[config.mk]
export PLATFORM = sky130hd
export DESIGN_NAME = seg_scan_flat
export DESIGN_NICKNAME = d
export VERILOG_FILES = /design/src/rtl/seg_pkg.sv /design/src/rtl/seg_scan_if.sv /design/src/rtl/seg_decoder.sv /design/src/rtl/seg_scan.sv /design/src/flat_wrapper.sv
export SDC_FILE = /design/constraint.sdc
export NUM_CORES = 1
export LEC_CHECK = 0
export BUFFER_PORTS_ARGS = -buffer_cell sky130_fd_sc_hd__clkbuf_2
export CAP_MARGIN = 40
export CORE_MARGIN = 4
export CORE_UTILIZATION = 30
export CTS_CLUSTER_DIAMETER = 80
export DETAILED_ROUTE_END_ITERATION = 12
export PLACE_DENSITY_LB_ADDON = 0.1
export SLEW_MARGIN = 20
export SYNTH_ARGS = -nofsm -noshare
export SYNTH_HDL_FRONTEND = slang
export SYNTH_SLANG_ARGS = --single-unit
export TNS_END_PERCENT = 5
[constraint.sdc]
create_clock -name clk -period 2 [get_ports clk]
set_input_delay 0.1 -clock clk [delete_from_list [all_inputs] [get_ports clk]]
set_output_delay 0.1 -clock clk [all_outputs]
set_load 0.005 [all_outputs]
[src/rtl/seg_pkg.sv]
// seg_pkg: shared constants for the seg_scan display driver.
//   GLYPH     - active-low gfedcba patterns, indexed by the 4-bit code
//   DIGIT_SEL - active-low digit enable pattern, indexed by digit slot
//   SEG_OFF / SEL_OFF - all segments / all digits dark
//   phase_e   - per-slot phase (blanking gap vs. digit shown)
package seg_pkg;

    localparam logic [6:0] SEG_OFF = 7'h7F;
    localparam logic [3:0] SEL_OFF = 4'hF;

    // Concatenation lists code F first so that GLYPH[code] selects the glyph for code.
    localparam logic [15:0][6:0] GLYPH = {
        7'b0001110,  // F
        7'b0000110,  // E
        7'b0100001,  // d
        7'b1000110,  // C
        7'b0000011,  // b
        7'b0001000,  // A
        7'b0010000,  // 9
        7'b0000000,  // 8
        7'b1111000,  // 7
        7'b0000010,  // 6
        7'b0010010,  // 5
        7'b0011001,  // 4
        7'b0110000,  // 3
        7'b0100100,  // 2
        7'b1111001,  // 1
        7'b1000000   // 0
    };

    // Digit 0 is the leftmost digit.
    localparam logic [3:0][3:0] DIGIT_SEL = {4'b1110, 4'b1101, 4'b1011, 4'b0111};

    typedef enum logic {
        PH_BLANK,
        PH_SHOW
    } phase_e;

endpackage

[src/rtl/seg_scan_if.sv]
// seg_scan_if: load side and display side of the seg_scan driver.
//   load, value_in[15:0], dp_in[3:0]   - value capture from the control logic
//   digit_sel[3:0], seg[6:0], dp       - active-low display drive
//   pending, frame_done                - status back to the control logic
// master: control logic side; slave: the display driver.
interface seg_scan_if;

    logic        load;
    logic [15:0] value_in;
    logic [3:0]  dp_in;
    logic [3:0]  digit_sel;
    logic [6:0]  seg;
    logic        dp;
    logic        pending;
    logic        frame_done;

    modport master (
        output load, value_in, dp_in,
        input  digit_sel, seg, dp, pending, frame_done
    );

    modport slave (
        input  load, value_in, dp_in,
        output digit_sel, seg, dp, pending, frame_done
    );

endinterface

[src/rtl/seg_decoder.sv]
// seg_decoder: combinational 4-bit code to active-low gfedcba glyph.
//   code[3:0]  - hex digit to display
//   glyph[6:0] - active-low segment pattern from seg_pkg::GLYPH
module seg_decoder
    import seg_pkg::*;
(
    input  logic [3:0] code,
    output logic [6:0] glyph
);

    assign glyph = GLYPH[code];

endmodule

[src/rtl/seg_scan.sv]
// seg_scan: multiplexed 4-digit 7-segment display driver.
//   clk  - system clock, rising edge
//   rst  - asynchronous, active-high reset
//   bus  - seg_scan_if.slave: load/value_in/dp_in in; digit_sel/seg/dp/pending/frame_done out
// A shadow register takes loads at any time; it is copied into the displayed
// value only at the frame boundary, so a frame never mixes two values.
// Optional build macro SEG_SCAN_LEADING_ZERO_BLANK_EN blanks leading zero
// digits 0..2 (decimal points stay visible; digit 3 always shows).
//
// phase     | meaning
// PH_BLANK  | first BLANK_CYCLES of a slot, all digits dark (anti-ghosting)
// PH_SHOW   | rest of the slot, digit idx driven with its glyph and dp
module seg_scan
    import seg_pkg::*;
#(
    parameter int CLOCK_FREQ   = 50000000,
    parameter int REFRESH_HZ   = 1000,
    parameter int BLANK_CYCLES = 500
) (
    input  logic      clk,
    input  logic      rst,
    seg_scan_if.slave bus
);

    localparam int DIV = CLOCK_FREQ / REFRESH_HZ;
    localparam int CW  = $clog2(DIV);
    localparam logic [CW-1:0] CNT_LAST  = CW'(DIV - 1);
    localparam logic [CW-1:0] BLANK_END = CW'(BLANK_CYCLES);

    logic [CW-1:0] cnt;
    logic [1:0]    idx;
    logic [15:0]   shadow_val;
    logic [3:0]    shadow_dp;
    logic [15:0]   active_val;
    logic [3:0]    active_dp;
    logic          pending_q;
    logic          frame_done_q;
    logic [3:0]    digit_sel_q;
    logic [6:0]    seg_q;
    logic          dp_q;

    phase_e        phase;
    logic [3:0]    code;
    logic [6:0]    glyph;
    logic          dp_bit;
    logic          lz_blank;
    logic          boundary;

    always_comb begin
        phase    = (cnt < BLANK_END) ? PH_BLANK : PH_SHOW;
        boundary = (cnt == CNT_LAST) && (idx == 2'd3);
        // dp_in[3] belongs to digit 0, so the bit index is the inverted slot number.
        dp_bit   = active_dp[~idx];
        case (idx)
            2'd0:    code = active_val[15:12];
            2'd1:    code = active_val[11:8];
            2'd2:    code = active_val[7:4];
            default: code = active_val[3:0];
        endcase
`ifdef SEG_SCAN_LEADING_ZERO_BLANK_EN
        case (idx)
            2'd0:    lz_blank = (active_val[15:12] == 4'h0);
            2'd1:    lz_blank = (active_val[15:8] == 8'h00);
            2'd2:    lz_blank = (active_val[15:4] == 12'h000);
            default: lz_blank = 1'b0;
        endcase
`else
        lz_blank = 1'b0;
`endif
    end

    seg_decoder u_decoder (
        .code  (code),
        .glyph (glyph)
    );

    always_ff @(posedge clk or posedge rst) begin
        if (rst) begin
            cnt          <= '0;
            idx          <= 2'd0;
            shadow_val   <= 16'h0000;
            shadow_dp    <= 4'h0;
            active_val   <= 16'h0000;
            active_dp    <= 4'h0;
            pending_q    <= 1'b0;
            frame_done_q <= 1'b0;
            digit_sel_q  <= SEL_OFF;
            seg_q        <= SEG_OFF;
            dp_q         <= 1'b1;
        end else begin
            if (cnt == CNT_LAST) begin
                cnt <= '0;
                idx <= idx + 2'd1;
            end else begin
                cnt <= cnt + CW'(1);
            end

            // The boundary copy uses the shadow as it was before any same-cycle
            // load, so a colliding load waits for the next boundary.
            if (boundary && pending_q) begin
                active_val <= shadow_val;
                active_dp  <= shadow_dp;
            end
            if (bus.load) begin
                shadow_val <= bus.value_in;
                shadow_dp  <= bus.dp_in;
                pending_q  <= 1'b1;
            end else if (boundary) begin
                pending_q  <= 1'b0;
            end

            frame_done_q <= boundary;

            if (phase == PH_SHOW) begin
                digit_sel_q <= DIGIT_SEL[idx];
                seg_q       <= lz_blank ? SEG_OFF : glyph;
                dp_q        <= ~dp_bit;
            end else begin
                digit_sel_q <= SEL_OFF;
                seg_q       <= SEG_OFF;
                dp_q        <= 1'b1;
            end
        end
    end

    assign bus.digit_sel  = digit_sel_q;
    assign bus.seg        = seg_q;
    assign bus.dp         = dp_q;
    assign bus.pending    = pending_q;
    assign bus.frame_done = frame_done_q;

endmodule

[src/flat_wrapper.sv]
// flat-port wrapper written by rule: the top's interface ports become plain ports
module seg_scan_flat import seg_pkg::*;
#(
    parameter int CLOCK_FREQ   = 50000000,
    parameter int REFRESH_HZ   = 1000,
    parameter int BLANK_CYCLES = 500
)
  (clk, rst, bus_load, bus_value_in, bus_dp_in, bus_digit_sel, bus_seg, bus_dp, bus_pending, bus_frame_done);
  seg_scan_if bus_i ();
  input  logic clk;
  input  logic rst;
  input wire logic [$bits(bus_i.load)-1:0] bus_load;
  input wire logic [$bits(bus_i.value_in)-1:0] bus_value_in;
  input wire logic [$bits(bus_i.dp_in)-1:0] bus_dp_in;
  output wire logic [$bits(bus_i.digit_sel)-1:0] bus_digit_sel;
  output wire logic [$bits(bus_i.seg)-1:0] bus_seg;
  output wire logic [$bits(bus_i.dp)-1:0] bus_dp;
  output wire logic [$bits(bus_i.pending)-1:0] bus_pending;
  output wire logic [$bits(bus_i.frame_done)-1:0] bus_frame_done;
  assign bus_i.load = bus_load;
  assign bus_i.value_in = bus_value_in;
  assign bus_i.dp_in = bus_dp_in;
  assign bus_digit_sel = bus_i.digit_sel;
  assign bus_seg = bus_i.seg;
  assign bus_dp = bus_i.dp;
  assign bus_pending = bus_i.pending;
  assign bus_frame_done = bus_i.frame_done;
  seg_scan #(.CLOCK_FREQ(CLOCK_FREQ), .REFRESH_HZ(REFRESH_HZ), .BLANK_CYCLES(BLANK_CYCLES)) u_core (.clk(clk), .rst(rst), .bus(bus_i));
endmodule
# ---- Yosys cells after proc, flatten, opt, wreduce, memory -nomap -nowiden
# Memories as Yosys holds them, arrays and structs flattened.
# Cells that the tools add are included.
dict set report totals {
  regBits 72
  mem_bits_ro 112
  inputBits 23
  output_inout_bits 14
  wordCells 40
  memories 1
}
dict set report op_classes {
  n_addsub 2
  order_cmp 4
  eq_ne 4
  mux 12
  bitwise_logic 2
  reduce_logical 4
}
# memory words word_bits rd rd_ports_with_merged_regs write_ports line_no
set memory_table {}
lappend memory_table {{(name not given)} 16 7 1 0 0 seg_decoder.sv:11} ;# assign glyph = GLYPH[code];
# op count
set op_table {}
lappend op_table {{16-bit by 1-bit adder with 16-bit output (second input constant)} 1}
lappend op_table {{16-bit equality test (second input constant)} 1}
lappend op_table {{16-bit by 9-bit < comparator with 1-bit output (second input constant)} 1}
lappend op_table {{16-bit two-way mux} 1}
lappend op_table {{7-bit two-way mux} 2}
lappend op_table {{4-bit case mux with 3 select lines} 1}
lappend op_table {{4-bit binary-select mux with 2-bit select} 1}
lappend op_table {{4-bit two-way mux} 2}
lappend op_table {{2-bit by 3-bit < comparator with 1-bit output (second input constant)} 2}
lappend op_table {{4-bit by 5-bit < comparator with 1-bit output (second input constant)} 1}
lappend op_table {{2-bit equality test (second input constant)} 2}
lappend op_table {{1-bit two-way mux} 4}
lappend op_table {{2-bit by 1-bit adder with 2-bit output (second input constant)} 1}
lappend op_table {{1-bit binary-select mux with 2-bit select} 1}
lappend op_table {{2-bit by 1-bit equality test with 1-bit output (second input constant)} 1}
lappend op_table {{1-bit logical AND} 2}
lappend op_table {{2-bit zero test} 1}
lappend op_table {{2-bit NOT} 1}
lappend op_table {{2-bit nonzero test} 1}
lappend op_table {{1-bit NOT} 1}

# ---- Depth between registers and ports, before layout
dict set report depth {
  ltp_word 5
  mapped_depth 9
  mapped_depth_nobuf 9
}

# ---- By module
# Synthesis repeated with hierarchy kept, for this count alone.
dict set report hier_totals {
  cells_unflattened 249
  hier_area_um2 3364.5
}
# module n_inst cells_each area_each_um2 seq_area_each_um2
set modules_own_cells {}
lappend modules_own_cells {seg_scan 1 217 3089.2 1816.7}
lappend modules_own_cells {seg_decoder 1 32 275.3 0.0}

# ---- Worst setup path after synthesis
# No wires, ideal clock.
dict set report synth_path {
  path_type {reg-to-reg}
  startpoint {reg u_core.idx[0]}
  endpoint {reg u_core.seg_q[1] (netlist: u_core.bus.seg[1])}
  setup_ps 111
  arrival_ps 1983
  required_ps 1889
  slack_ps -94
  path_stages_with_launch 8
  path_buffers 1
  synth_period_minus_slack_ps 2094
  cell_sequence {dfrtp_1 ha_1 clkbuf_1 mux2i_1 inv_1 ha_1 nor2_1 o311ai_0}
}
dict set report synth_via {
  elab_chain_len 5
  word_cells_on_any_way 7
  cone_classes {eq/ne (2); mux (3); reduce/logical (1); memory (1)}
}
# item line_no
set synth_rtl {}
lappend synth_rtl {{start: declaration} seg_scan.sv:31} ;# logic [1:0] idx;
lappend synth_rtl {{start signal: assignment} seg_scan.sv:93} ;# idx <= idx + 2'd1;
lappend synth_rtl {{2-bit equality test, or another cell as far along} seg_scan.sv:54} ;# case (idx)
lappend synth_rtl {{4-bit case mux with 3 select lines (*)} seg_scan.sv:54}
lappend synth_rtl {{memory 16 x 7 bit (*)} -}
lappend synth_rtl {{7-bit two-way mux (not written as such) (*)} seg_decoder.sv:11}
lappend synth_rtl {{7-bit two-way mux (*)} seg_scan.sv:114} ;# if (phase == PH_SHOW) begin
lappend synth_rtl {{end signal: assignment} seg_scan.sv:116} ;# seg_q <= lz_blank ? SEG_OFF : glyph;
lappend synth_rtl {{end: declaration} seg_scan.sv:39} ;# logic [6:0] seg_q;
# Every way passes the cells marked *; elsewhere a longest branch is shown, timed or not. The select of a mux whose other input is x is not followed.
# A chain may end at the register's enable or synchronous reset.

# ---- Worst setup path in the final report
dict set report layout_path {
  startpoint {reg u_core.idx[0]}
  endpoint {reg u_core.seg_q[3] (netlist: u_core.bus.seg[3])}
}
# The elaborated chain is that of the path after synthesis.

==> results.toml <==
[power_and_ir_drop]
power.internal_mw = 2.41
p_sw_share_pct = 21.6
p_comb_share_pct = 4.5
p_seq_share_pct = 49.4
clock_power_share_pct = 46.1
p_sw_mw = 0.662
p_leak_nw = 1.92
total_power_mw = 3.07
ir_drop_v = 0.000312
powerDensity_mw_per_mm2 = 715

[clock_tree]
clock_latency_ns = 0.34
clockBufferDepth = 2
cts_tree = "built"
cts.sink_count = 72
h-tree-depth = 3
cts_root_buf = "clkbuf_8"
cts_buffers = 9
clk_pin_slew_ns = 0.08

[layout]
syn2layout_area_growth_pct = 36.5
drive_gt1_share_pct = 42.0
layout_common_cells = "dfrtp_1, clkbuf_2, buf_4"
area.sequential_mm2 = 0.00182
n_antenna_cell = 0
multi_input_area_mm2 = 0.00137
fill_cells = 1020
final_common_cell = "dfrtp_1"
fin_nets = 366

[worst_setup_path]
worstSetupEndpointType = "register"
slowest_delay_ns = 0.44
cp_num_buf_inv = 3
cp-start-kind = "register"
critPathMaxFanout = 5
required_ns = 2.28
crit_chain = "inv_4 > ha_4 > a222oi_1 > mux2i_2 > inv_2 > buf_6 > ha_2 > mux2i_1 > a31oi_1"
r2r_slack_ns = 0.001
critPathTopFamily = "compound AO/OA/AOI/OAI gates"
critPathArrivalTime_ns = 2.27
crit_type = "reg2reg"
cp_slowest_cell = "dfrtp_2"

[sta]
tns_ns = 0
post-route-period-util_pct = 99.9
hold_viol = 0
finalClockSkew_ns = 0.00935
timing.hold.ws_ns = 0.373
fmax_mhz = 500
setup_viol = 0
rsz0062_at_grt = "yes"
relSlewSlack_pct = 62.0
max_slew.worst_pin.slew_ns = 0.571
period_needed_ns = 2.00
drv_slew = 0

[global_routing]
grtUsageMet2_pct = 17.1
grt_max_degree = 73
grt_use_met1_pct = 15.9
grtUsageTotal_pct = 11.6
busiest_layer = "met2"
antenna_found_initial = 0
first_global_vias = 2286
grt_pass1_wl_mm = 11.5
met3_usage_pct = 3.67
overflow = 0

[synth]
synth-warning-count = 0
postSynthCellCount = 242
synth_seq_area_share_pct = 57.7
syn_nets = 277
synth_seq_cells = 72
ys_dominant_reg_cell = "dfrtp_1"
synth.largest_area_cell = "dfrtp_1"
netlist_area_mm2 = 0.00315
synth_top_area_share_pct = 47.7
synth_edf_count = 0
async_reset_ff_share_pct = 100
synthTopCellsByArea = "dfrtp_1, dfstp_2, mux2_1"
synth.avg_cell_area_um2 = 13.0
synth_cell_types = 39

[drt]
vias_per_cell = 4.58
wl_per_cell_um = 13.8
drtIter0Drc = 59
totalWireLength_mm = 6.50
ant_nets = 0
dr_total_vias = 2160
first_pass_iters = 4
drc = 0

[status]
status = "finished clean"

[floorplanning]
core_mm2 = 0.0103
dieHeight_um = 110
ios = 37
dieArea_mm2 = 0.0122
start_util_pct = 30.6
dieWidth_um = 110
std_cell_rows = 37

[placement]
gp_congestion = 0.782
portBuffers = 36
dp_hpwl_mm = 4.31

[run]
cap_violations = 0

[min_path]
hp-class = "in2async"
## area by class of cell
type                            instances  share of cell area, %
Clock buffer                            9                   2.88
Clock inverter                          7                   2.80
Tap cell                              136                   3.96
Inverter                               13                   1.25
Multi-Input combinational cell        149                   31.9
Sequential cell                        72                   42.3
Timing Repair Buffer                   86                   14.9
## routing by layer
metal  vias to the layer above  share of wire (%)
li1                       1027                  -
met1                      1083                 50
met2                        39                 44
met3                        11                4.3
met4                         0                1.8
met5                         -                  0
## path summary, 6_finish.rpt
check                               startpoint  depth (start not counted)                   to
max in group asynchronous                  rst                          4        u_core.bus.dp
hold / removal                             rst                          4       u_core.cnt[11]
hold reg to reg            u_core.active_dp[2]                          1  u_core.active_dp[2]
setup / recovery                 u_core.idx[0]                          9    u_core.bus.seg[3]
min in group clk                      bus_load                          2   u_core.bus.pending
setup reg to reg                 u_core.idx[0]                          9    u_core.bus.seg[3]
## power by group through the flow
stage               Clock (mW)  Combinational, mW  Sequential (mW)
global route              1.54              0.156             1.52
floorplan                    0             0.0696             1.54
global placement             0              0.108             1.55
finish                    1.42              0.137             1.52
CTS                       1.47              0.142             1.52
detailed placement           0              0.110             1.55
## synth_stat cells (3+ instances only)
master and instances:
xnor2_1 8, nor2_1 14, ha_1 12, mux2_2 20
a222oi_1 3, dfstp_2 12, xor2_1 7, inv_1 13
nand4_1 4, clkbuf_1 6, mux2i_1 5, mux2_1 20
o21ai_0 3, nand3_1 6, dfrtp_1 60, nand2_1 15
a21oi_1 4, o221ai_1 4
## cells by family (layout without fill, tap and decap cells)
logic type / after synthesis / after routing / synth area share, %
AND/OR/NAND/NOR: 53 / 53 / 8.39
multiplexers: 46 / 46 / 16.6
AO/OA/AOI/OAI: 23 / 23 / 5.33
adder cells (fa/ha/maj): 12 / 12 / 4.77
XOR/XNOR: 15 / 15 / 4.18
buffers and inverters: 21 / 115 / 2.98
flip-flops: 72 / 72 / 57.7
## sequential cells by signal (all words and copies together), names as in the netlist
signal and count:
u_core.active_val 16, u_core.cnt 16, u_core.shadow_val 16, u_core.bus.seg 7, u_core.active_dp 4, u_core.bus.digit_sel 4
u_core.shadow_dp 4, u_core.idx 2, u_core.bus.dp 1, u_core.bus.frame_done 1, u_core.bus.pending 1
## worst reg2reg max path, stage by stage, from the launching register on
cell      delay, ns
dfrtp_2        0.44
inv_4          0.06
ha_4           0.17
a222oi_1       0.40
mux2i_2        0.19
inv_2          0.13
buf_6          0.12
ha_2           0.17
mux2i_1        0.08
a31oi_1        0.17
## stage by stage
step / area [um2] / instances / worst slack, ns / util, %
floorplan: 3160 / 242 / -0.0152 / -
global placement: 3650 / 428 / -0.0985 / 35.5
detailed placement: 3650 / 428 / -0.0950 / 35.5
CTS: 4180 / 469 / -0.0359 / 40.6
global route: 4300 / 472 / -0.112 / 41.8
finish: 4300 / 472 / 0.00114 / 41.8
## repair_timing
action                                  CTS  global route
resized for setup                        12            22
endpoints found under the setup margin   27            27
hold endpoints to repair                 80             0
hold buffers                             21             0
pin swaps                                 2            10
buffers inserted                          4             3
gates cloned                              0             0
Power figures use the tool's default switching activity.
